[src/rtl/noc_traffic_pe.sv]
// noc_traffic_pe: synthetic traffic generator and latency sink for one mesh node.
// The transmit side offers packets to the NoC through a valid/ready register
// paced by a 32-bit Galois LFSR. The receive side counts delivered packets,
// flags misrouted ones and accumulates end-to-end latency using the injection
// timestamp carried in the payload.
//
// Packet layout (low to high):
//   [x_size-1:0]            destination x
//   next y_size bits        destination y
//   payload bits [31:0]     injection timestamp (cycle counter)
//   payload bits [63:32]    sequence number, 0-based
//   then source x (x_size bits), then source y (y_size bits), rest zero
// data_width must be at least 64 + x_size + y_size.
// The random destination fields are taken from 8-bit LFSR slices, so x_size
// and y_size are expected to be 8 or less.
module noc_traffic_pe #(
  parameter int          X           = 2,
  parameter int          Y           = 2,
  parameter int          x_size      = 1,
  parameter int          y_size      = 1,
  parameter int          data_width  = 256,
  parameter int          MY_X        = 0,
  parameter int          MY_Y        = 0,
  parameter int unsigned NUM_PACKETS = 10000,
  parameter int          RATE        = 256,
  parameter int          MODE        = 0,
  parameter int          HOT_X       = 0,
  parameter int          HOT_Y       = 0,
  parameter logic [31:0] SEED        = 32'hACE1_2468
) (
  input  logic                                 clk,
  input  logic                                 rstn,
  input  logic                                 start,
  output logic                                 r_valid_pe,
  output logic [x_size+y_size+data_width-1:0] r_data_pe,
  input  logic                                 r_ready_pe,
  input  logic                                 w_valid_pe,
  input  logic [x_size+y_size+data_width-1:0] w_data_pe,
  output logic                                 done,
  output logic [31:0]                          sent_cnt,
  output logic [31:0]                          recv_cnt,
  output logic [15:0]                          err_cnt,
  output logic [31:0]                          lat_max,
  output logic [47:0]                          lat_sum
);

  // Header width and total packet width.
  localparam int HW = x_size + y_size;
  localparam int PW = HW + data_width;

  // Galois feedback mask for taps 32, 22, 2, 1 (right-shifting form).
  localparam logic [31:0] LFSR_TAPS = 32'h8020_0003;

  // Fixed destination used by the complement and hotspot patterns.
  localparam int FIX_X = (MODE == 1) ? (X - 1 - MY_X) : HOT_X;
  localparam int FIX_Y = (MODE == 1) ? (Y - 1 - MY_Y) : HOT_Y;

  // A fixed pattern that points back at this node has nothing to send.
  localparam bit FIX_SELF = (MODE != 0) && (FIX_X == MY_X) && (FIX_Y == MY_Y);
  localparam logic [31:0] TARGET = FIX_SELF ? 32'd0 : 32'(NUM_PACKETS);

  // RATE is 0..256, so a 9-bit compare against the 8-bit LFSR slice lets
  // RATE=256 inject on every decision and RATE=0 never inject.
  localparam logic [8:0] RATE_L = 9'(RATE);

  localparam logic [x_size-1:0] MY_XL  = x_size'(MY_X);
  localparam logic [y_size-1:0] MY_YL  = y_size'(MY_Y);
  localparam logic [x_size-1:0] FIX_XL = x_size'(FIX_X);
  localparam logic [y_size-1:0] FIX_YL = y_size'(FIX_Y);

  typedef enum logic [1:0] {
    IDLE = 2'd0,
    RUN  = 2'd1,
    FIN  = 2'd2
  } state_t;

  state_t      state;
  logic [31:0] lfsr;
  logic [31:0] cyc;
  logic [31:0] seq;

  // Transmit-side decision signals.
  logic              handshake;
  logic              slot_free;
  logic              rate_ok;
  logic              dest_ok;
  logic              fire;
  logic              last_hs;
  logic [x_size-1:0] cand_x;
  logic [y_size-1:0] cand_y;
  logic [PW-1:0]     pkt;

  // Receive-side datapath.
  logic [31:0] rx_ts;
  logic [31:0] rx_lat;
  logic [48:0] rx_sum;
  logic        rx_bad;

  // Payload bits beyond the timestamp carry nothing the sink needs.
  logic unused_rx;
  assign unused_rx = ^w_data_pe[PW-1:HW+32];

  // Injection decision and candidate packet for the current cycle.
  // NOTE: every signal gets a default at the top of always_comb so no path
  // leaves it unassigned, which would otherwise infer a latch.
  always_comb begin
    cand_x    = FIX_XL;
    cand_y    = FIX_YL;
    dest_ok   = 1'b1;
    handshake = r_valid_pe & r_ready_pe;
    slot_free = ~r_valid_pe | r_ready_pe;
    rate_ok   = ({1'b0, lfsr[7:0]} < RATE_L);

    if (MODE == 0) begin
      cand_x  = lfsr[8 +: x_size];
      cand_y  = lfsr[16 +: y_size];
      dest_ok = (32'(cand_x) < 32'(X)) && (32'(cand_y) < 32'(Y)) &&
                !((cand_x == MY_XL) && (cand_y == MY_YL));
    end

    fire    = (state == RUN) && start && slot_free && (seq < TARGET) &&
              rate_ok && dest_ok;
    last_hs = handshake && (sent_cnt == TARGET - 32'd1);

    pkt                           = '0;
    pkt[x_size-1:0]               = cand_x;
    pkt[x_size +: y_size]         = cand_y;
    pkt[HW +: 32]                 = cyc;
    pkt[HW+32 +: 32]              = seq;
    pkt[HW+64 +: x_size]          = MY_XL;
    pkt[HW+64+x_size +: y_size]   = MY_YL;
  end

  // Latency, saturating sum and routing check for the delivered packet.
  always_comb begin
    rx_ts  = w_data_pe[HW +: 32];
    rx_lat = cyc - rx_ts;
    rx_sum = {1'b0, lat_sum} + 49'(rx_lat);
    rx_bad = (w_data_pe[x_size-1:0] != MY_XL) ||
             (w_data_pe[x_size +: y_size] != MY_YL);
  end

  // Free-running LFSR and cycle counter; both restart from their seeds on reset.
  // NOTE: sequential state uses non-blocking assignments so every register
  // samples pre-edge values, independent of block ordering.
  always_ff @(posedge clk or negedge rstn) begin
    if (!rstn) begin
      lfsr <= SEED;
      cyc  <= 32'd0;
    end else begin
      lfsr <= {1'b0, lfsr[31:1]} ^ ({32{lfsr[0]}} & LFSR_TAPS);
      cyc  <= cyc + 32'd1;
    end
  end

  // Control FSM: wait for start, inject until the last packet is accepted, then park.
  always_ff @(posedge clk or negedge rstn) begin
    if (!rstn) begin
      state <= IDLE;
      done  <= 1'b0;
    end else begin
      case (state)
        IDLE: begin
          if (start) begin
            state <= RUN;
          end
        end
        RUN: begin
          if ((TARGET == 32'd0) || last_hs) begin
            state <= FIN;
            done  <= 1'b1;
          end
        end
        FIN: begin
          state <= FIN;
        end
        default: begin
          state <= IDLE;
          done  <= 1'b0;
        end
      endcase
    end
  end

  // Output register: load on an accepted decision, clear once drained, else hold.
  always_ff @(posedge clk or negedge rstn) begin
    if (!rstn) begin
      r_valid_pe <= 1'b0;
      r_data_pe  <= '0;
      seq        <= 32'd0;
    end else if (fire) begin
      r_valid_pe <= 1'b1;
      r_data_pe  <= pkt;
      seq        <= seq + 32'd1;
    end else if (handshake) begin
      r_valid_pe <= 1'b0;
    end
  end

  // Count packets the NoC has taken from the output register.
  always_ff @(posedge clk or negedge rstn) begin
    if (!rstn) begin
      sent_cnt <= 32'd0;
    end else if (handshake) begin
      sent_cnt <= sent_cnt + 32'd1;
    end
  end

  // Sink statistics; active in every FSM state since delivery has no backpressure.
  always_ff @(posedge clk or negedge rstn) begin
    if (!rstn) begin
      recv_cnt <= 32'd0;
      err_cnt  <= 16'd0;
      lat_max  <= 32'd0;
      lat_sum  <= 48'd0;
    end else if (w_valid_pe) begin
      recv_cnt <= recv_cnt + 32'd1;
      if (rx_bad && (err_cnt != 16'hFFFF)) begin
        err_cnt <= err_cnt + 16'd1;
      end
      lat_sum <= rx_sum[48] ? {48{1'b1}} : rx_sum[47:0];
      if (rx_lat > lat_max) begin
        lat_max <= rx_lat;
      end
    end
  end

endmodule
[config.mk]
export PLATFORM = sky130hd
export DESIGN_NAME = noc_traffic_pe
export DESIGN_NICKNAME = d
export VERILOG_FILES = /design/src/rtl/noc_traffic_pe.sv
export SDC_FILE = /design/constraint.sdc
export NUM_CORES = 1
export LEC_CHECK = 0
export ABC_CLOCK_PERIOD_IN_PS = 5100
export BUFFER_PORTS_ARGS = -buffer_cell sky130_fd_sc_hd__buf_4
export CORE_AREA = 2 2 268 270
export DETAILED_ROUTE_END_ITERATION = 8
export DIE_AREA = 0 0 270 272
export PLACE_DENSITY_LB_ADDON = 0.12
export REMOVE_ABC_BUFFERS = 1
export SYNTH_ARGS = -nofsm -noshare
export SYNTH_HDL_FRONTEND = slang
export SYNTH_SLANG_ARGS = --single-unit
export TNS_END_PERCENT = 5
[constraint.sdc]
create_clock -name clk -period 5.1 [get_ports clk]
set_input_delay 0.255 -clock clk [delete_from_list [all_inputs] [get_ports clk]]
set_output_delay 0.255 -clock clk [all_outputs]
set_load 0.1 [all_outputs]
After elaboration in Yosys (flattened, before gate mapping). Index checks and enable logic that the tools add are counted.

Register bits: 326. Input port bits: 263. Output and inout port bits: 420. Word-level logic and storage cells: 58.

Add/sub/neg operators: 7. Order comparisons: 2. Equal/unequal tests: 6. Mux-type cells: 8. Bitwise logic cells: 7. Reduce and logical (&&, ||, !) cells: 16.

Operator list (count): adder 32 x 1 -> 32 bit (second input constant) (4); adder 48 x 32 -> 49 bit (1); 2-to-1 mux 48 bit (1); == test 32 x 14 -> 1 bit (second input constant) (1); > comparator 32 bit (1); < comparator 32 x 14 -> 1 bit (second input constant) (1); subtractor 32 bit (1); XOR 31 x 32 -> 32 bit (1); adder 16 x 1 -> 16 bit (second input constant) (1); inequality test 16 bit (second input constant) (1); AND reduction 2 bit (4); logical AND 1 bit (7); case mux 2 bit (3 select lines) (1); 2-to-1 mux 2 bit (2); inequality test 2 bit (second input constant) (2); NOT 1 bit (4); 2-to-1 mux 1 bit (3); == test 2 x 1 -> 1 bit (second input constant) (1); == test 2 bit (second input constant) (1); zero test 2 bit (1); case mux 1 bit (2 select lines) (1); nonzero test 2 bit (1); OR reduction 2 bit (1); bitwise AND 1 bit (1); 3 further kinds (3).

Depth between registers and ports, before layout.
Depth in word-level cells: 6. Mapped depth: 22. Depth with buffers taken out: 21.

Worst setup path after synthesis. No wires, ideal clock.

Path type: flip-flop to flip-flop. From: register cyc[0]. To: register lat_sum[40]. Setup time: 0.128 ns. Arrival time: 4.542 ns. Required time: 4.972 ns. Path slack: 0.429 ns. Stages on the path, launching flop included: 21. Buffers on the path: 0. Clock period less this slack: 4.671 ns. Cell sequence: dfrtp_1 -> inv_1 -> ha_1 -> inv_1 -> fa_1 -> a211oi_1 -> o21bai_1 -> o41ai_1 -> a21oi_1 -> a221oi_2 -> o21bai_1 -> xor2_1 -> ha_1 -> nand2_1 -> nor3_1 -> nand4_1 -> a21o_1 -> a21bo_2 -> a21oi_1 -> and3_1 -> mux2_1.

Cells in the longest elaborated chain, start to end: 3.

Ends and longest elaborated chain: from (decl) (RTL line 79) `logic [31:0] cyc;`; from (signal assigned) (RTL line 152) `cyc <= cyc + 32'd1;`; subtractor 32 bit (RTL line 137) `rx_lat = cyc - rx_ts;`; via rx_lat[20] (RTL line 95) `logic [31:0] rx_lat;`; adder 48 x 32 -> 49 bit (RTL line 138) `rx_sum = {1'b0, lat_sum} + 49'(rx_lat);`; 2-to-1 mux 48 bit (RTL line 221) `lat_sum <= rx_sum[48] ? {48{1'b1}} : rx_sum[47:0];`; to (signal assigned) (RTL line 221); to (decl) (RTL line 44) `output logic [47:0] lat_sum`.

The timed path passes the listed nets, and every way through them passes these cells. A chain may end at the register's enable or synchronous reset.

Final worst setup path.
From: register cyc[0]. To: register lat_sum[47].

The elaborated chain is that of the path after synthesis.

==> metrics.md <==
| Metric | Value |
|---|---|
| Share of cells above drive strength 1 | `0.2545` |
| Number of global-route vias before repair | `around 13000` |
| Die height | `between 200 and 300 um` |
| Final WL | `approximately 50000 um` |
| Worst min path class | `in -> reg` |
| Initial Util | `0.2588` |
| Hold Violations, Final | `0` |
| P&R area growth vs syn | `24.80%` |
| Number of synthesized flops with an enable pin | `0` |
| Synthesized area | `~0.018 mm^2` |
| Power Density | `~540 mW/mm^2` |
| R2R cell count | `21` |
| Minimum clock period | `~4.9 ns` |
| Number of I/O port buffers | `between 200 and 300` |
| Sw frac | `0.4982` |
| Total track usage | `0.1340` |
| Worst-path clk slew | `about 0.05 ns` |
| Status | `completed` |
| WL met3 | `3009 um` |
| Full die area | `roughly 0.073 mm^2` |
| Placed cell count | `a little over 3000` |
| Final Skew | `a little over 0.02 ns` |
| CTS tree | `built` |
| CTS Sinks | `326` |
| WL/cell | `16.20 um` |
| Die W | `roughly 270 um` |
| Post-DP Area | `roughly 0.021 mm^2` |
| Largest net degree at the start of global routing | `122` |
| F_max | `0.2040 GHz` |
| # DRC | `0` |
| Sequential power share | `0.268` |
| Setup violations, final | `0` |
| Longest Clk Path Bufs | `3` |
| Nets@finish | `2507` |
| Ports | `just under 700` |
| Syn Area/Cell | `slightly above 10 um^2` |
| Initial DRC Count | `a little over 600` |
| CTS root buf | `clkbuf_16` |
| Final Cycle Share | `0.9611` |
| Leak | `~11 nW` |
| Inserted Clock Buffers | `42` |
| Register bit total from synthesis | `approximately 330` |
| Max FO, Critical Path | `8` |
| Data arrival at the endpoint of the critical path | `5.34 ns` |
| Syn Inst Count | `about 1800` |
| Worst-skew pair later-pin latency | `~0.58 ns` |
| Finished Core Util | `0.3230` |
| Via count | `13460` |
| Total Power | `between 0.01 and 0.015 W` |
| CORE AREA | `0.07075 mm^2` |
| Finished Layout Cells | `approximately 3100` |
| Max IR drop VDD | `about 0.45 mV` |
| Slew @ Worst Pin | `about 1.1 ns` |
| Sw power | `~0.0062 W` |
| R2R Setup Slk | `between 0.15 and 0.2 ns` |
| Metal-1 WL | `~24000 um` |
| Worst hold stages | `3` |
| Initial antenna violation count | `4` |
| Vias per inst | `4.315` |
| Main flop type after synthesis | `dfrtp_1` |
| Worst slew margin | `0.2698` |
| Fin area | `around 0.023 mm^2` |
| Hold Slack | `between 0.08 and 0.09 ns` |
| Required @ worst endpoint | `roughly 5.5 ns` |
| Cell-internal power | `0.006250 W` |
| Final HPWL DP | `just under 40000 um` |
| Yosys Warn Count | `0` |
| Sequential share of the synthesized area | `0.4464` |
| CP Class | `reg -> reg` |
| Asr flop ratio synth | `1.000` |
| ANT cells | `0` |
| Pre-Repair DR Iteration Count | `5` |
| Htree depth | `2` |
| Comb power frac | `0.500` |
| Aggregate global routing overflow | `0` |
| Crit end category | `flip-flop` |
| Slew Limit Fails | `0` |
| Final ANT Viol Nets | `0` |
| Max-cap check violation count | `0` |
| Post-synth cell types | `69` |
| Max layer used | `met5` |
| WL met2 | `approximately 23000 um` |
| Core Rows | `about 100` |
| GPL Wtd Cong | `0.8180` |
| Clock power share | `0.232` |
| Worst setup SP type | `flip-flop` |
| First-pass GRT wire length | `a little under 80000 um` |
what timing repair did:
| item | 4_1_cts | 5_1_grt |
|---|---|---|
| setup endpoints to repair | 2 | 75 |
| hold buffers | 3 | 0 |
| hold endpoints to repair | 99 | 0 |
| buffers inserted | 0 | 2 |
| pin swaps | 1 | 9 |
| resized for setup | 3 | 30 |
final timing paths:
check,startpoint,endpoint
min in group asynchronous,rstn,recv_cnt[22]
worst min register to register,lfsr[9],lfsr[8]
max in group asynchronous,rstn,lat_sum[7]
worst min-delay path,w_data_pe[2],lat_max[0]
worst max register to register,cyc[0],lat_sum[47]
worst max-delay path,cyc[0],lat_sum[47]
critical path: stages, from the launching register on:
cell	delay, ns
dfrtp_1	0.38
inv_1	0.08
ha_1	0.16
inv_1	0.06
fa_2	0.36
a211oi_2	0.26
o21bai_2	0.12
o41ai_2	0.21
buf_4	0.18
a21oi_1	0.09
a221oi_2	0.30
o21bai_1	0.12
xor2_1	0.15
buf_4	0.16
ha_4	0.28
nand3_1	0.08
or2_2	0.32
a211o_4	0.31
a21oi_4	0.24
o21ai_4	0.15
a2111oi_4	0.37
mux2_1	0.37
cell usage after synthesis, types with 7 or more instances:
library cell | instances | area, um^2
xor2_1 | 62 | 543.0
a21o_1 | 36 | 270.3
nand2_1 | 126 | 473.0
nand3_1 | 57 | 285.3
nand2b_1 | 11 | 68.82
nor4_1 | 11 | 68.82
a211o_1 | 8 | 70.07
and4_1 | 14 | 122.6
nor2_1 | 92 | 345.3
nor2b_1 | 26 | 162.7
o211ai_1 | 8 | 60.06
buf_4 | 193 | 1449
buf_2 | 11 | 55.05
a21oi_1 | 72 | 360.4
xnor2_1 | 116 | 1016
and2_1 | 15 | 93.84
o21bai_1 | 17 | 127.6
nand4_1 | 39 | 244.0
a211oi_1 | 12 | 90.09
o22a_1 | 13 | 113.9
and3_1 | 39 | 244.0
o31ai_1 | 7 | 52.55
o21a_1 | 10 | 75.07
clkbuf_1 | 34 | 127.6
mux2_2 | 76 | 855.8
o21ai_0 | 51 | 255.2
dfstp_2 | 13 | 341.6
a31oi_1 | 23 | 143.9
dfrtp_1 | 313 | 7833
inv_1 | 89 | 334.1
nor3_1 | 17 | 85.08
ha_1 | 104 | 1301
cells in the final DEF (no fill, tap or decap), types with 26 or more instances in the layout:
master	n
a21o_1	35
dfrtp_1	313
xnor2_1	114
nor2_1	89
buf_4	351
clkbuf_16	42
ha_1	100
nor2b_1	26
mux2_2	76
nand4_1	39
nand2_1	126
conb_1	192
xor2_1	62
nand3_1	57
a21oi_1	71
and3_1	39
o21ai_0	48
inv_1	89
layer usage:
metal / GRT usage / vias to the layer above
met1: 0.1842 / 6532
met5: 0 / -
met3: 0.03447 / 67
met4: 0.04035 / 8
met2: 0.2065 / 333
li1: - / 6518
metrics by stage:
stage / TNS (ns) / setup WS (ns)
6_report: 0 / 0.1985
5_1_grt: -0.03297 / -0.02486
4_1_cts: -0.001376 / -0.001376
3_5_place_dp: 0 / 0.04825
3_3_place_gp: 0 / 0.1011
2_1_floorplan: 0 / 0.4341
sequential cells by signal (all words and copies together), names as in the netlist:
register    cells
r_data_pe      66
lat_sum        48
cyc            32
lat_max        32
lfsr           32
recv_cnt       32
sent_cnt       32
seq            32
err_cnt        16
state           2
done            1
r_valid_pe      1
power groups by stage:
stage	registers [W]	clock network [W]	logic [W]
global placement	0.00339	0	0.00619
CTS	0.00335	0.00303	0.00624
detailed placement	0.00339	0	0.00620
finish	0.00333	0.00289	0.00623
global route	0.00339	0.00313	0.00661
floorplan	0.00564	0	0.00241
logic make-up after synthesis:
kind of cell / count (synthesis) / share of synthesized area
multiplexers: 81 / 0.04981
XOR/XNOR: 178 / 0.08513
adder cells (fa/ha/maj): 106 / 0.07324
other: 1 / 0.0002048
buffers and inverters: 328 / 0.1080
AO/OA/AOI/OAI: 294 / 0.1095
AND/OR/NAND/NOR: 467 / 0.1278
flip-flops: 326 / 0.4464
cell type report:
type,count,area [um^2]
Fill cell,7324,47900
Inverter,89,334.1
Clock inverter,12,116.4
Sequential cell,326,8174
Clock buffer,63,1200
Tap cell,950,1189
Multi-Input combinational cell,1318,9040
Timing Repair Buffer,361,2800
No activity file was read; power rests on OpenSTA's default activity.
